===== src/rtl/iic_master_core.sv =====
// Byte-level I2C master engine: START / repeated START / WRITE / READ / STOP
// driven from a valid/ready command port, with clock stretching support,
// arbitration-loss detection and master ACK/NACK on reads.
module iic_master_core #(
  parameter int CLK_DIV    = 25,
  parameter int DIV_W      = 16,
  parameter int STRETCH_EN = 1
) (
  input  logic       clk,
  input  logic       rst_n,
  input  logic       cmd_valid,
  output logic       cmd_ready,
  input  logic [2:0] cmd,
  input  logic [7:0] cmd_wdata,
  input  logic       cmd_ack,
  output logic       rsp_valid,
  output logic [7:0] rsp_rdata,
  output logic       rsp_rxack,
  output logic       rsp_arb,
  output logic       rsp_err,
  output logic       bus_owned,
  input  logic       scl_i,
  input  logic       sda_i,
  output logic       scl_o,
  output logic       sda_o,
  output logic       scl_oen_n,
  output logic       sda_oen_n
);

  localparam logic [2:0] S_IDLE  = 3'd0;
  localparam logic [2:0] S_START = 3'd1;
  localparam logic [2:0] S_HOLD  = 3'd2;
  localparam logic [2:0] S_WRITE = 3'd3;
  localparam logic [2:0] S_READ  = 3'd4;
  localparam logic [2:0] S_STOP  = 3'd5;

  localparam logic [2:0] C_START = 3'b001;
  localparam logic [2:0] C_WRITE = 3'b010;
  localparam logic [2:0] C_READ  = 3'b011;
  localparam logic [2:0] C_STOP  = 3'b100;

  localparam logic [DIV_W-1:0] DIV_LAST = DIV_W'(CLK_DIV - 1);

  logic [2:0]       state_q, state_d;
  logic [DIV_W-1:0] cnt_q, cnt_d;
  logic [1:0]       qtr_q, qtr_d;
  logic [3:0]       bit_q, bit_d;
  logic [7:0]       wdata_q, wdata_d;
  logic             ack_q, ack_d;
  logic [7:0]       rx_q, rx_d;
  logic             scl_oen_q, scl_oen_d;
  logic             sda_oen_q, sda_oen_d;
  logic             rsp_valid_q, rsp_valid_d;
  logic [7:0]       rsp_rdata_q, rsp_rdata_d;
  logic             rsp_rxack_q, rsp_rxack_d;
  logic             rsp_arb_q, rsp_arb_d;
  logic             rsp_err_q, rsp_err_d;
  logic             bus_owned_q, bus_owned_d;

  logic active, stall, tick, sample, last_qtr, data_bit, arb_lost, done, illegal;

  assign cmd_ready = (state_q == S_IDLE) || (state_q == S_HOLD);
  assign rsp_valid = rsp_valid_q;
  assign rsp_rdata = rsp_rdata_q;
  assign rsp_rxack = rsp_rxack_q;
  assign rsp_arb   = rsp_arb_q;
  assign rsp_err   = rsp_err_q;
  assign bus_owned = bus_owned_q;
  assign scl_o     = 1'b0;
  assign sda_o     = 1'b0;
  assign scl_oen_n = scl_oen_q;
  assign sda_oen_n = sda_oen_q;

  // Next-state logic: command accept, quarter-bit sequencing, sampling and line drive.
  always_comb begin
    state_d     = state_q;
    cnt_d       = cnt_q;
    qtr_d       = qtr_q;
    bit_d       = bit_q;
    wdata_d     = wdata_q;
    ack_d       = ack_q;
    rx_d        = rx_q;
    rsp_valid_d = 1'b0;
    rsp_rdata_d = rsp_rdata_q;
    rsp_rxack_d = rsp_rxack_q;
    rsp_arb_d   = rsp_arb_q;
    rsp_err_d   = rsp_err_q;
    bus_owned_d = bus_owned_q;
    arb_lost    = 1'b0;
    done        = 1'b0;
    illegal     = 1'b0;

    active   = !cmd_ready;
    // A slave holding SCL low during the high phase freezes bit timing.
    stall    = (STRETCH_EN != 0) && active && (qtr_q == 2'd2) && !scl_i;
    tick     = active && !stall && (cnt_q == DIV_LAST);
    sample   = tick && (qtr_q == 2'd2);
    last_qtr = (qtr_q == 2'd3);
    data_bit = wdata_q[~bit_q[2:0]];

    if (cmd_valid && cmd_ready) begin
      rsp_err_d = 1'b0;
      rsp_arb_d = 1'b0;
      wdata_d   = cmd_wdata;
      ack_d     = cmd_ack;
      cnt_d     = '0;
      qtr_d     = 2'd0;
      bit_d     = 4'd0;
      case (cmd)
        C_START: state_d = S_START;
        C_WRITE: if (state_q == S_HOLD) state_d = S_WRITE; else illegal = 1'b1;
        C_READ:  if (state_q == S_HOLD) state_d = S_READ;  else illegal = 1'b1;
        C_STOP:  if (state_q == S_HOLD) state_d = S_STOP;  else illegal = 1'b1;
        default: illegal = 1'b1;
      endcase
      if (illegal) begin
        rsp_valid_d = 1'b1;
        rsp_err_d   = 1'b1;
      end
    end else if (active) begin
      if (!stall) cnt_d = tick ? '0 : cnt_q + DIV_W'(1);
      if (tick) begin
        qtr_d = qtr_q + 2'd1;
        if (last_qtr) bit_d = bit_q + 4'd1;
      end
      case (state_q)
        S_START: begin
          // SDA must still be high just before we pull it low for START.
          if (tick && (qtr_q == 2'd1) && !sda_i) arb_lost = 1'b1;
          if (tick && last_qtr) begin
            state_d     = S_HOLD;
            bus_owned_d = 1'b1;
            done        = 1'b1;
          end
        end
        S_WRITE: begin
          if (sample && !bit_q[3] && data_bit && !sda_i) arb_lost = 1'b1;
          if (sample && bit_q[3]) rsp_rxack_d = sda_i;
          if (tick && last_qtr && bit_q[3]) begin
            state_d = S_HOLD;
            done    = 1'b1;
          end
        end
        S_READ: begin
          if (sample && !bit_q[3]) rx_d = {rx_q[6:0], sda_i};
          if (tick && last_qtr && bit_q[3]) begin
            state_d     = S_HOLD;
            rsp_rdata_d = rx_q;
            done        = 1'b1;
          end
        end
        S_STOP: begin
          if (sample && !sda_i) arb_lost = 1'b1;
          if (tick && last_qtr) begin
            state_d     = S_IDLE;
            bus_owned_d = 1'b0;
            done        = 1'b1;
          end
        end
        default: state_d = S_IDLE;
      endcase
      if (arb_lost) begin
        state_d     = S_IDLE;
        bus_owned_d = 1'b0;
        rsp_arb_d   = 1'b1;
        rsp_valid_d = 1'b1;
      end else if (done) begin
        rsp_valid_d = 1'b1;
      end
    end

    // Line drive is derived from the upcoming state so pads switch on the same edge.
    scl_oen_d = 1'b1;
    sda_oen_d = 1'b1;
    case (state_d)
      S_HOLD: begin
        scl_oen_d = 1'b0;
        sda_oen_d = sda_oen_q;
      end
      S_START: begin
        scl_oen_d = (qtr_d != 2'd3);
        sda_oen_d = !qtr_d[1];
      end
      S_WRITE: begin
        scl_oen_d = qtr_d[1];
        sda_oen_d = bit_d[3] ? 1'b1 : wdata_d[~bit_d[2:0]];
      end
      S_READ: begin
        scl_oen_d = qtr_d[1];
        sda_oen_d = bit_d[3] ? ack_d : 1'b1;
      end
      S_STOP: begin
        scl_oen_d = (qtr_d != 2'd0);
        sda_oen_d = qtr_d[1];
      end
      default: begin
        scl_oen_d = 1'b1;
        sda_oen_d = 1'b1;
      end
    endcase
  end

  // State and output registers with synchronous active-low reset.
  always_ff @(posedge clk) begin
    if (!rst_n) begin
      state_q     <= S_IDLE;
      cnt_q       <= '0;
      qtr_q       <= 2'd0;
      bit_q       <= 4'd0;
      wdata_q     <= 8'h00;
      ack_q       <= 1'b0;
      rx_q        <= 8'h00;
      scl_oen_q   <= 1'b1;
      sda_oen_q   <= 1'b1;
      rsp_valid_q <= 1'b0;
      rsp_rdata_q <= 8'h00;
      rsp_rxack_q <= 1'b0;
      rsp_arb_q   <= 1'b0;
      rsp_err_q   <= 1'b0;
      bus_owned_q <= 1'b0;
    end else begin
      state_q     <= state_d;
      cnt_q       <= cnt_d;
      qtr_q       <= qtr_d;
      bit_q       <= bit_d;
      wdata_q     <= wdata_d;
      ack_q       <= ack_d;
      rx_q        <= rx_d;
      scl_oen_q   <= scl_oen_d;
      sda_oen_q   <= sda_oen_d;
      rsp_valid_q <= rsp_valid_d;
      rsp_rdata_q <= rsp_rdata_d;
      rsp_rxack_q <= rsp_rxack_d;
      rsp_arb_q   <= rsp_arb_d;
      rsp_err_q   <= rsp_err_d;
      bus_owned_q <= bus_owned_d;
    end
  end

endmodule


===== config.mk =====
export PLATFORM = sky130hd
export DESIGN_NAME = iic_master_core
export DESIGN_NICKNAME = d
export VERILOG_FILES = /design/src/rtl/iic_master_core.sv
export SDC_FILE = /design/constraint.sdc
export NUM_CORES = 1
export LEC_CHECK = 0
export CELL_PAD_IN_SITES_DETAIL_PLACEMENT = 1
export CELL_PAD_IN_SITES_GLOBAL_PLACEMENT = 1
export CORE_MARGIN = 10
export CORE_UTILIZATION = 45
export DETAILED_ROUTE_END_ITERATION = 8
export HOLD_SLACK_MARGIN = 0.1
export PLACE_DENSITY = 0.89
export SLEW_MARGIN = 20
export SYNTH_ARGS = -nofsm -noshare
export SYNTH_HDL_FRONTEND = slang
export SYNTH_SLANG_ARGS = --single-unit

===== constraint.sdc =====
create_clock -name clk -period 5.9 [get_ports clk]
set_input_delay 0.59 -clock clk [delete_from_list [all_inputs] [get_ports clk]]
set_output_delay 0.59 -clock clk [all_outputs]
set_load 0.01 [all_outputs]

==> reports/metrics.cfg, run 1 <==
[clock_tree]
cts_max_path_buffers = 2
cts.clk_slew.worst_paths_ps = 70
clk_latency_ps = 350
cts_resized = 0
cts.sinks = 57
cts_setup_buffers = 0
cts_tree = yes
hold_buffers = 0
cts_buffers = 9
root_buffer = clkbuf_8
htree_levels = 3

[synth]
synth-edff-count = 0
syn_area_per_cell_sq_um = 8.651
dominantRegCellSynth = dfxtp_1
ys_ff_latch = 57
synth_area_leader_cell = dfxtp_1
syn_area_sq_um = 3019
yosysUniqueCellTypes = 63
netlist_top_cells_area = dfxtp_1, mux2i_1, nand2_1, nor2b_1, nor2_1
yosysSeqAreaShare_pct = 37.80
synthArstFlopShare_pct = 0
ys_warn_count = 0
yosysTopAreaCellShare_pct = 37.80
syn_inst = 349

[routing]
viasPerCell = 5.769
drt_iter0_markers = 148
routed_wl_um = 8802
vias = 2648
drt_pass1_iterations = 4
route.detailed.drc = 0
wl_per_cell_um = 19.18
ant_nets = 0

[layout]
diodes = 0
syn_to_final_growth_pct = 18.90
multi_input_area_sq_um = 1765
regArea_sq_um = 1141
fin_util_pct = 55.89
layout-drive-gt1-share_pct = 7.853
final_cells = 459
final_nets = 400
fillerInstances = 756

[die]
dieHeight_um = 101.9
core_area_sq_um = 6422
dieArea_sq_um = 10390
io_pins = 35
initial_core_util_pct = 47.01
die_x_um = 101.9
rows = 29

[run]
drv_cap = 0

[setup_path]
r2r_slack_ps = 3110
cp.required_ps = 6120
cp_max_fo = 12
reg2reg_to = sda_oen_n
end_kind = flop
cp-start-kind = flop
r2r_start = state_q[2]
reg2reg_depth = 8
path_class = reg -> reg
cp.arrival_ps = 3010

[timing]
finalCriticalPeriod_ps = 2791
drv_slew = 0
setup_violations = 0
post-route-period-util_pct = 47.31
tns_ps = 0
skew_ps = 11.99
hold_violations = 0
relSlewSlack_pct = 40.91
fmax_mhz = 358.2
worst_slew_pin_slew_ps = 874.9
grt_setup_unrepaired = no

[hold_path]
holdPathEnd = wdata_q[2]
min_from = wdata_q[2]
holdCritPathClass = reg -> reg
holdPathStages = 2

[power_and_ir_drop]
powerDensity_nw_per_um2 = 247.1
cellLeakagePower_nw = 1.324
irDropWorstVdd_uv = 136.8
power_uw = 887.2

[grt]
grt_pass1_vias = 2904
overflow = 0
track_usage_pct = 18.09
antenna_found_initial = 0
grt_max_degree = 40
grt_pass1_wl_um = 14860

[place]
detailed_place_hpwl_um = 6181
port_buffers = 32
dp_cells = 443
place_congestion = 0.8601

[run_status]
status = finished clean

state kept, by name, summed over array words and instances (netlist names):
signal,count
cnt_q,16
rsp_rdata,8
rx_q,8
wdata_q,8
bit_q,4
state_q,3
qtr_q,2
ack_q,1
bus_owned,1
rsp_arb,1
rsp_err,1
rsp_rxack,1
rsp_valid,1
scl_oen_n,1
sda_oen_n,1
worst max-delay path, cell delays in order (launching register included):
cell	delay, ps
dfxtp_1	590
nor2b_1	340
nor3b_1	260
nand4_1	640
nand2_1	270
nand2_1	120
a21oi_4	190
and2_1	180
a22oi_1	70
report_power, final:
| part | total, mW | switching (mW) | internal, mW |
|---|---|---|---|
| sequential | 0.401 | 0.00906 | 0.392 |
| clock | 0.408 | 0.171 | 0.237 |
| combinational | 0.0777 | 0.0432 | 0.0346 |
logic make-up after synthesis:
| logic type | synth area share, % |
|---|---|
| AOI/OAI and AO/OA | 15.38 |
| xor gates and xnor gates | 3.771 |
| adders and majority gates | 2.486 |
| buffers and inverters | 3.854 |
| DFF | 37.80 |
| muxes | 7.832 |
| other | 0.1242 |
| and+or+nand+nor | 28.76 |
synthesized netlist by cell type, types with 2 or more instances:
cell      count
and3_1        2
nor2b_1      23
nand3_1      13
nor3b_1       3
ha_1          6
o211a_1       3
o41ai_1       2
and2_1        9
xor2_1       12
a22o_1        3
buf_2         3
dfxtp_1      57
clkbuf_1     12
nand2b_1      6
buf_4         2
a21boi_0     12
a211oi_1      3
nor2_1       31
nor4_1        4
a21oi_1       8
nand2_1      43
o21ai_0      11
a31o_2        2
mux4_2        2
inv_1        11
a31oi_1       2
mux2i_1      18
or2_1         2
nand4_1       8
nor3_1        3
placed cells by master (no fill, tap or decap), types with 8 or more instances in the layout:
cell type,n
mux2i_1,18
nor2_1,31
xor2_1,12
clkbuf_8,9
a21oi_1,8
nor2b_1,23
dfxtp_1,57
nand2_1,43
nand4_1,8
inv_1,11
o21ai_0,11
nand3_1,13
and2_1,9
clkdlybuf4s50_1,32
a21boi_0,12
metrics by stage:
stage	setup WS (ps)	hold slack (ps)	area [sq um]
global route	2805	505.9	3590
floorplan	3691	443.8	3023
CTS	3051	491.6	3590
detailed placement	2738	481.9	3372
finish	3109	490.3	3590
global placement	2908	469.4	3372
final cells by class:
| type | count | area share [%] |
|---|---|---|
| clock buffer | 9 | 3.451 |
| multi-input combinational | 265 | 49.18 |
| sequential | 57 | 31.79 |
| tap | 77 | 2.684 |
| clock inverter | 7 | 2.614 |
| timing repair buffer | 33 | 9.132 |
| inverter | 11 | 1.150 |
worst max-delay path by stage:
stage / to / cells after the start / startpoint
floorplan: sda_oen_n / 10 / qtr_q[0]
global placement: sda_oen_n / 9 / scl_i
detailed placement: sda_oen_n / 8 / cmd_valid
CTS: sda_oen_n / 8 / cmd_valid
global route: sda_oen_n / 9 / qtr_q[0]
finish: sda_oen_n / 8 / state_q[2]
metal layers:
metal	share of wire [%]	vias up	track usage (%)
met4	1.5	0	6.616
met2	51	69	30.91
li1	-	1284	-
met3	5.9	16	5.668
met5	0	-	0
met1	42	1279	20.85
(Power assumes the default switching activity.)
==> inputs of run 2 (changes only) <==
- CORE_UTILIZATION: 45 -> 42
- PLACE_DENSITY: 0.89 -> 0.84
- clock period: 5.9 -> 2.9 ns (I/O delays scaled with it)
==> run 2 against run 1 <==
Compared with the run above:
- sequential power increased by 100%
- power increased by 110%
- global-route usage decreased by 2.8 points
- fmax increased by 5.1%
- critical path depth increased by 2
- utilization decreased by 2.6 points
- via count increased by 0.11%
- sequential cell count unchanged
- combinational power increased by 110%
- die area increased by 5.7%
- clock skew increased by 2.0 ps
- largest cell class unchanged
- largest power group unchanged
==> reports/metrics.cfg, run 2 (synthesized netlist as in run 1, its figures left out) <==
[power_and_ir_drop]
switching_share_pct = 22.99
power.share.clock_pct = 47.5
p_seq_share_pct = 43.6
p_int_mw = 1.436
cellLeakagePower_nw = 1.375
comb_power_share_pct = 8.9
powerDensity_nw_per_um2 = 506.2
switchingPower_uw = 428.7
irDropWorstVdd_uv = 314.3

[clock_tree]
cts.sinks = 57
root_buffer = clkbuf_8
cts_setup_buffers = 0
cts_buffers = 9
cts_tree = yes
htree_levels = 3
cts.clk_slew.worst_paths_ps = 70
clk_latency_ps = 350
cts_max_path_buffers = 2

[run]
drv_cap = 0

[die]
dieArea_sq_um = 10980
rows = 30
core_area_sq_um = 6907
dieHeight_um = 104.8
die_x_um = 104.8
io_pins = 35
initial_core_util_pct = 43.71

[setup_path]
cpMaxStageDelayCell = dfxtp_1
end_kind = flop
reg2reg_depth = 10
path_buf_inv = 1
cp-start-kind = flop
crit_chain = inv_1, ha_1, nand2b_1, nand4b_4, o31a_1, or2_1, o211a_1, o31ai_1, a32oi_1, a22oi_1
crit_end = sda_oen_n
r2r_slack_ps = 240
cp_max_fo = 8
cp.required_ps = 3180
reg2reg_to = sda_oen_n
startpoint = qtr_q[0]
path_delay_family = compound AO/OA/AOI/OAI gates
r2r_start = qtr_q[0]
cp.arrival_ps = 2930
cp.depth = 10
cpPeakStageDelay_ps = 400
path_class = reg -> reg

[run_status]
status = finished clean

[routing]
viasPerCell = 5.500
routed_wl_um = 8352
wl_per_cell_um = 17.33
ant_nets = 0
vias = 2651
drt_iter0_markers = 147
drt_pass1_iterations = 4
route.detailed.drc = 0

[place]
detailed_place_hpwl_um = 6098
port_buffers = 32
place_congestion = 0.8985

[timing]
fmax_mhz = 376.5
hold_violations = 0
finalCriticalPeriod_ps = 2656
grt_setup_unrepaired = no
tns_ps = 0
post-route-period-util_pct = 91.60
drv_slew = 0
hold-worst-slack_ps = 491.6
relSlewSlack_pct = 55.56
setup_violations = 0
worst_slew_pin_slew_ps = 657.9
skew_ps = 13.98

[layout]
largest_register_ffs = 16
diodes = 0
largest_register = cnt_q
final_common_cell = dfxtp_1
regArea_sq_um = 1141
final_nets = 406
mostFrequentLayoutCells = dfxtp_1, nand2_1, clkdlybuf4s50_1, nor2_1, nor2b_1
fillerInstances = 842
multi_input_area_sq_um = 1778
layout-drive-gt1-share_pct = 9.067
syn_to_final_growth_pct = 22.01

[grt]
track_usage_pct = 15.26
overflow = 0
grt_pass1_vias = 2854
antenna_found_initial = 0
grt_pass1_wl_um = 14090
grt_max_degree = 39

[hold_path]
min_from = cmd_wdata[4]
holdCritPathClass = in -> reg

[run 2: changes by cell type in the layout (fill, tap and decap cells not counted), sizes merged]
cell | before | now
clkinv | 2 | 1
bufinv | 2 | 3
buf | 1 | 7
inv | 12 | 11
clkinvlp | 2 | 1
[run 2: what timing repair did]
item / CTS / global route
endpoints found under the setup margin: 0 / 1
hold buffers: 0 / 0
gates resized for setup: 0 / 2
[run 2: worst min-delay path by stage]
stage | end | slack, ps | cells after the start
floorplan | wdata_q[3] | 430 | 2
global placement | wdata_q[2] | 470 | 2
detailed placement | wdata_q[3] | 480 | 2
CTS | wdata_q[4] | 490 | 3
global route | wdata_q[3] | 510 | 3
finish | wdata_q[4] | 490 | 3
[run 2: worst min-delay path, cell delays in order]
cell,delay (ps)
clkdlybuf4s50_1,390
nand2_1,50
a21boi_0,60
[run 2: final cells by class]
| cell class | count | area share [%] |
|---|---|---|
| clock buffer | 9 | 3.363 |
| multi-input combinational | 265 | 48.27 |
| clock inverter | 5 | 2.887 |
| tap | 96 | 3.261 |
| sequential | 57 | 30.98 |
| inverter | 11 | 1.121 |
| timing repair buffer | 39 | 10.12 |
[run 2: routing by layer]
layer  wire length, um  vias up  track usage [%]  share of wire [%]
met3               388       12            4.668                4.6
met2              4253       54            26.47                 51
met5                 0        -                0                  0
met4               128        0            4.510                1.5
li1                  -     1290                -                  -
met1              3581     1295            17.57                 43
[run 2: power groups by stage]
stage               Sequential, mW  Clock (mW)  Combinational [mW]
global placement             0.830           0               0.159
detailed placement           0.830           0               0.163
finish                       0.813       0.885               0.167
floorplan                    0.825           0              0.0997
global route                 0.815       0.929               0.183
CTS                          0.812       0.899               0.166
[run 2: through the flow]
step,instances,setup WS [ps],area (sq um),power (mW),util (%)
after floorplan,350,691.5,3023,0.9249,-
after global placement,468,360.1,3441,0.9887,49.82
after detailed placement,468,242.4,3441,0.9930,49.82
after CTS,482,265.6,3671,1.878,53.15
after global routing,482,59.07,3684,1.927,53.33
final,482,243.7,3684,1.865,53.33
